**config.mk**
```make
export PLATFORM = sky130hd
export DESIGN_NAME = zone_dimming_ctrl
export DESIGN_NICKNAME = d
export VERILOG_FILES = /design/src/rtl/zone_dimming_ctrl.sv
export SDC_FILE = /design/constraint.sdc
export NUM_CORES = 1
export LEC_CHECK = 0
export CORE_UTILIZATION = 29
export DETAILED_ROUTE_END_ITERATION = 8
export PLACE_DENSITY = 0.48
export RECOVER_POWER = 100
export SETUP_SLACK_MARGIN = 0.3
export SYNTH_ARGS = -nofsm -noshare
export SYNTH_HDL_FRONTEND = slang
export SYNTH_SLANG_ARGS = --single-unit
```
**constraint.sdc**
```tcl
create_clock -name i_pix_clk -period 18.6 [get_ports i_pix_clk]
set_input_delay 3.72 -clock i_pix_clk [delete_from_list [all_inputs] [get_ports i_pix_clk]]
set_output_delay 3.72 -clock i_pix_clk [all_outputs]
set_load 0.05 [all_outputs]
```
**src/rtl/zone_dimming_ctrl.sv**
```systemverilog
`default_nettype none
// ============================================================================
//  Module   : zone_dimming_ctrl
//  Purpose  : Local-dimming zone analyser. Reduces each frame of gray pixels
//             to a 3x3 grid of temporally smoothed 8-bit zone levels that
//             drive the MiniLED driver directly. Output changes only at the
//             frame commit.
//  Revision : 1.0  initial release
// ============================================================================
module zone_dimming_ctrl #(
  parameter int         ZONE_W      = 427,
  parameter int         ZONE_H      = 267,
  parameter int         MEAN_SHIFT  = 17,
  parameter int         ALPHA_SHIFT = 2,
  parameter logic [7:0] MIN_LEVEL   = 8'd0,
  parameter logic       VS_POL      = 1'b1
) (
  input  logic        i_pix_clk,
  input  logic        rst_n,
  input  logic        data_de,
  input  logic        vsync,
  input  logic [10:0] pix_x,
  input  logic [10:0] pix_y,
  input  logic [7:0]  data_gray,
  output logic [71:0] led_light_flatted,
  output logic        frame_done,
  output logic        overrun
);

  typedef enum logic [1:0] {
    S_IDLE   = 2'd0,
    S_DRAIN  = 2'd1,
    S_UPDATE = 2'd2,
    S_COMMIT = 2'd3
  } state_t;

  state_t      state_q, state_d;
  logic [3:0]  zidx_q, zidx_d;
  logic        de1_q, de1_d;
  logic [7:0]  gray1_q, gray1_d;
  logic [3:0]  zone1_q, zone1_d;
  logic [23:0] sum_q [9];
  logic [23:0] sum_d [9];
  logic [7:0]  max_q [9];
  logic [7:0]  max_d [9];
  logic [7:0]  shadow_q [9];
  logic [7:0]  shadow_d [9];
  logic [7:0]  level_q [9];
  logic [7:0]  level_d [9];
  logic        frame_done_q, frame_done_d;
  logic        overrun_q, overrun_d;
  logic        vs_prev_q, vs_prev_d;

  logic              frame_end_w;
  logic [1:0]        zx_w, zy_w;
  logic [23:0]       mean_full_w;
  logic [7:0]        mean_w, target_w, cur_w, new_w;
  logic [8:0]        tsum_w;
  logic signed [8:0] d_w, step_w;
  logic signed [9:0] new_ext_w;

  function automatic logic [23:0] sat_add(input logic [23:0] a, input logic [7:0] b);
    logic [24:0] s;
    s = {1'b0, a} + {17'd0, b};
    return s[24] ? 24'hFF_FFFF : s[23:0];
  endfunction

  // Pixel zone lookup, stage-1 capture, frame-end edge and sticky overrun.
  always_comb begin
    zx_w = (pix_x < 11'(ZONE_W)) ? 2'd0 : (pix_x < 11'(2 * ZONE_W)) ? 2'd1 : 2'd2;
    zy_w = (pix_y < 11'(ZONE_H)) ? 2'd0 : (pix_y < 11'(2 * ZONE_H)) ? 2'd1 : 2'd2;
    zone1_d     = {2'b00, zy_w} + {1'b0, zy_w, 1'b0} + {2'b00, zx_w};
    gray1_d     = data_gray;
    // Only pixels arriving in IDLE enter the pipeline; the rest are dropped.
    de1_d       = data_de & (state_q == S_IDLE);
    overrun_d   = overrun_q | (data_de & (state_q != S_IDLE));
    vs_prev_d   = vsync;
    frame_end_w = (vsync == VS_POL) && (vs_prev_q != VS_POL);
  end

  // Stage-2 max/sum accumulation; a zone is cleared while it is being updated.
  always_comb begin
    sum_d = sum_q;
    max_d = max_q;
    for (int z = 0; z < 9; z++) begin
      if (de1_q && (zone1_q == 4'(z))) begin
        if (gray1_q > max_q[z]) max_d[z] = gray1_q;
        sum_d[z] = sat_add(sum_q[z], gray1_q);
      end
      if ((state_q == S_UPDATE) && (zidx_q == 4'(z))) begin
        sum_d[z] = '0;
        max_d[z] = '0;
      end
    end
  end

  // New level for the zone addressed by zidx: IIR step toward (max+mean)/2.
  always_comb begin
    cur_w       = level_q[zidx_q];
    mean_full_w = sum_q[zidx_q] >> MEAN_SHIFT;
    mean_w      = (mean_full_w > 24'd255) ? 8'hFF : mean_full_w[7:0];
    tsum_w      = {1'b0, max_q[zidx_q]} + {1'b0, mean_w};
    target_w    = 8'(tsum_w >> 1);
    d_w         = $signed({1'b0, target_w}) - $signed({1'b0, cur_w});
    step_w      = d_w >>> ALPHA_SHIFT;
    // Small positive differences shift to zero; force a unit step so the
    // level always reaches the target exactly.
    if ((d_w != 9'sd0) && (step_w == 9'sd0)) step_w = d_w[8] ? -9'sd1 : 9'sd1;
    new_ext_w   = $signed({2'b00, cur_w}) + $signed({step_w[8], step_w});
    new_w       = (new_ext_w < $signed({2'b00, MIN_LEVEL})) ? MIN_LEVEL : new_ext_w[7:0];
  end

  // Frame FSM: next state, zone index, shadow build and atomic commit.
  always_comb begin
    state_d      = state_q;
    zidx_d       = zidx_q;
    shadow_d     = shadow_q;
    level_d      = level_q;
    frame_done_d = 1'b0;
    case (state_q)
      S_IDLE: begin
        if (frame_end_w) state_d = S_DRAIN;
      end
      S_DRAIN: begin
        state_d = S_UPDATE;
        zidx_d  = 4'd0;
      end
      S_UPDATE: begin
        shadow_d[zidx_q] = new_w;
        if (zidx_q == 4'd8) state_d = S_COMMIT;
        else                zidx_d  = zidx_q + 4'd1;
      end
      S_COMMIT: begin
        level_d      = shadow_q;
        frame_done_d = 1'b1;
        state_d      = S_IDLE;
      end
      default: state_d = S_IDLE;
    endcase
  end

  // State and datapath registers with asynchronous active-low reset.
  always_ff @(posedge i_pix_clk or negedge rst_n) begin
    if (!rst_n) begin
      state_q      <= S_IDLE;
      zidx_q       <= 4'd0;
      de1_q        <= 1'b0;
      gray1_q      <= 8'd0;
      zone1_q      <= 4'd0;
      frame_done_q <= 1'b0;
      overrun_q    <= 1'b0;
      vs_prev_q    <= VS_POL;
      for (int z = 0; z < 9; z++) begin
        sum_q[z]    <= '0;
        max_q[z]    <= '0;
        shadow_q[z] <= MIN_LEVEL;
        level_q[z]  <= MIN_LEVEL;
      end
    end else begin
      state_q      <= state_d;
      zidx_q       <= zidx_d;
      de1_q        <= de1_d;
      gray1_q      <= gray1_d;
      zone1_q      <= zone1_d;
      frame_done_q <= frame_done_d;
      overrun_q    <= overrun_d;
      vs_prev_q    <= vs_prev_d;
      sum_q        <= sum_d;
      max_q        <= max_d;
      shadow_q     <= shadow_d;
      level_q      <= level_d;
    end
  end

  generate
    for (genvar gz = 0; gz < 9; gz++) begin : g_pack
      assign led_light_flatted[8*gz +: 8] = level_q[gz];
    end
  endgenerate

  assign frame_done = frame_done_q;
  assign overrun    = overrun_q;

endmodule
`default_nettype wire

```
==> results.sh <==
export IMPL_synthesis_nets=3134
export IMPL_path_clk_slew_ns=0.06
export IMPL_vdd_drop_max_mv=0.122
export IMPL_end_kind="async pin"
export IMPL_num_vias=22500
export IMPL_drtAntennaViolNets=0
export IMPL_synth_edff_count=0
export IMPL_cts_setup_buffers=0
export IMPL_ctsHoldBuffers=0
export IMPL_io_pins=108
export IMPL_synthXorXnorAreaFrac_pct=1.92
export IMPL_fin_crit_ns=11.08
export IMPL_dieWidth_microns=312
export IMPL_synthSimpleGateAreaFrac_pct=15.7
export IMPL_grt_usage_pct=17.6
export IMPL_synth_area_mux_share_pct=9.18
export IMPL_max_freq_ghz=0.0903
export IMPL_drive_gt1_share_pct=8.35
export IMPL_cap_violations=12
export IMPL_first_global_vias=21700
export IMPL_clkLatencyLatePin_ns=0.61
export IMPL_syn_to_final_growth_pct=15.1
export IMPL_via_per_inst=5.23
export IMPL_synth_most_common_cell="dfrtp_1"
export IMPL_final_setup_viol_count=0
export IMPL_async_flop_share_pct=100
export IMPL_finalPower_mw=4.43
export IMPL_synth_top_family_by_area="compound AO/OA/AOI/OAI gates"
export IMPL_p_leak_nw=14.0
export IMPL_required_ns=19.28
export IMPL_antenna_found_initial=0
export IMPL_root_buffer="clkbuf_16"
export IMPL_finalNetCount=3212
export IMPL_hold_viol_final=0
export IMPL_synth_avg_cell_area_sq_um=9.55
export IMPL_drt_iter0_drc=1748
export IMPL_synth_main_ff_cell="dfrtp_1"
export IMPL_num_rows=113
export IMPL_synth_cells=2910
export IMPL_period_share_pct=59.6
export IMPL_core_area_sq_um=95000
export IMPL_synth_compound_area_share_pct=19.9
export IMPL_netlist_area_sq_um=27800
export IMPL_wl_per_cell_microns=20.0
export IMPL_slowest_stage="clkbuf_1"
export IMPL_cts_sinks=454
export IMPL_port_buffer_count=107
export IMPL_fill_cells=9824
export IMPL_yosys_area_top_type_share_pct=40.8
export IMPL_tightest_slew_ns=6.32
export IMPL_arrival_ns=11.75
export IMPL_slew_viol_final=526
export IMPL_dp_hpwl_microns=59100
export IMPL_die_area_sq_um=97100
export IMPL_crit_chain="clkbuf_1, clkbuf_1, buf_4"
export IMPL_status="finished, violations left"
export IMPL_cts_buffers=53
export IMPL_relSlewSlack_pct=-321
export IMPL_grt_max_degree=155
export IMPL_crit_fanout=113
export IMPL_htree_levels=2
export IMPL_crit_top_cell="clkbuf_1"
export IMPL_finalWirelength_microns=86000
export IMPL_worst_path_largest_cell_delay_ns=4.29
export IMPL_ys_ff_latch=454
export IMPL_overflow=0
export IMPL_dieHeight_microns=312
export IMPL_grt_pass1_wl_microns=134000
export IMPL_yosys_area_share_adder_pct=8.93
export IMPL_drc=0
export IMPL_clockBufferDepth=3
export IMPL_setup_tns_ns=0
export IMPL_violations="max-capacitance violations, max-slew violations"
export IMPL_drt_pass1_iter_count=5
export IMPL_pwr_density_cell_nw_per_um2=139
export IMPL_initial_utilization_pct=29.2
export IMPL_cts_resized=0
export IMPL_synth_cell_types=92
export IMPL_seq_area_frac_synth_pct=40.9
export IMPL_holdWs_ns=0.449
export IMPL_synth_area_leaders="dfrtp_1 (41%), ha_1 (7.9%), mux2i_1 (4.8%)"
export IMPL_hold_class="flop to flop"
export IMPL_crit_path_start_kind="primary input"
export IMPL_yosys_area_top_type="dfrtp_1"
export IMPL_yosysWarnings=0
export IMPL_synthTopCellsByCount="dfrtp_1 (453), nand2_1 (321), o21ai_0 (230), ha_1 (176), a21oi_1 (174)"
export IMPL_place_gp_congestion=0.859
export IMPL_criticalPathCategory="primary input to async pin"
export IMPL_cts_tree="built"
export IMPL_skew_ns=0.0190
export IMPL_rsz0062_at_grt="false"
## power by group
part	total (mW)	internal [mW]	switching, mW
sequential	1.37	1.19	0.185
combinational	1.96	0.726	1.23
clock	1.10	0.658	0.447
## state kept, by name, indices dropped and copies added, names as in the netlist
name / cells
de1_q: 1
overrun: 1
max_q: 72
state_q: 2
vs_prev_q: 1
sum_q: 216
shadow_q: 72
gray1_q: 8
zidx_q: 4
frame_done: 1
led_light_flatted: 72
zone1_q: 4
## stage by stage
stage,cell area [sq um],worst slack (ns),std cells,utilization (%)
6_report,32000,7.52,4297,33.7
5_1_grt,32000,5.88,4295,33.6
4_1_cts,32200,11.07,4295,33.8
3_5_place_dp,30300,11.09,4198,31.9
3_3_place_gp,30300,11.23,4198,31.9
2_1_floorplan,27800,12.21,2910,-
## layer usage
metal  vias to the layer above  global-route usage [%]  wire length, microns
met1                     11100                    26.3                 43500
met3                        70                    1.86                  2980
met2                       368                    27.2                 38200
li1                      10900                       -                     -
met4                         0                    3.41                  1220
met5                         -                       0                     0
## cell families after synthesis
family,after synthesis
AO/OA/AOI/OAI,842
XOR/XNOR,60
adder cells (fa/ha/maj),190
buffers and inverters,254
flip-flops,454
multiplexers,227
AND/OR/NAND/NOR,883
## critical path, delay by kind of cell
| kind | cells | cell delay [ns] |
|---|---|---|
| buffers and inverters | 3 | 7.82 |
## layout make-up
cell class	count	area, sq um	area share (%)
Multi-Input combinational cell	2202	15400	48.1
Clock buffer	76	1530	4.80
Inverter	134	503	1.57
Sequential cell	454	11400	35.6
Clock inverter	21	292	0.912
Antenna cell	2	5.00	0.0157
Tap cell	1265	1580	4.95
Timing Repair Buffer	143	1300	4.07
## path summary, 6_finish.rpt
kind                                        from                        to  slack (ns)  cells after the start
setup / recovery                           rst_n    sum_q[160]$_DFFE_PN0P_        7.52                      3
hold / removal                 overrun$_DFF_PN0_         overrun$_DFF_PN0_        0.45                      1
hold reg to reg                overrun$_DFF_PN0_         overrun$_DFF_PN0_        0.45                      1
max in group i_pix_clk     zidx_q[0]$_DFFE_PN0P_  shadow_q[22]$_DFFE_PN0P_        9.60                     21
min in group asynchronous                  rst_n     sum_q[82]$_DFFE_PN0P_        5.43                      1
setup reg to reg           zidx_q[0]$_DFFE_PN0P_  shadow_q[22]$_DFFE_PN0P_        9.60                     21
## cells in the final DEF (no fill, tap or decap), drive strengths merged, types with 15 or more instances in the layout
master / count
buf: 24
and4: 34
a311oi: 38
mux2: 80
o211ai: 18
o22ai: 18
xnor2: 20
dlygate4sd3: 85
clkbuf: 89
nand4: 30
o31ai: 15
o21ai: 230
and3: 68
mux2i: 133
xor2: 40
ha: 176
nand3: 49
nor2b: 32
a31oi: 70
and2: 24
nand2b: 29
nor3: 78
inv: 134
clkdlybuf4s50: 21
a21oi: 181
o21a: 45
nor2: 160
nand2: 321
dfrtp: 453
a211oi: 50
a21o: 49
Power figures use the tool's default switching activity.
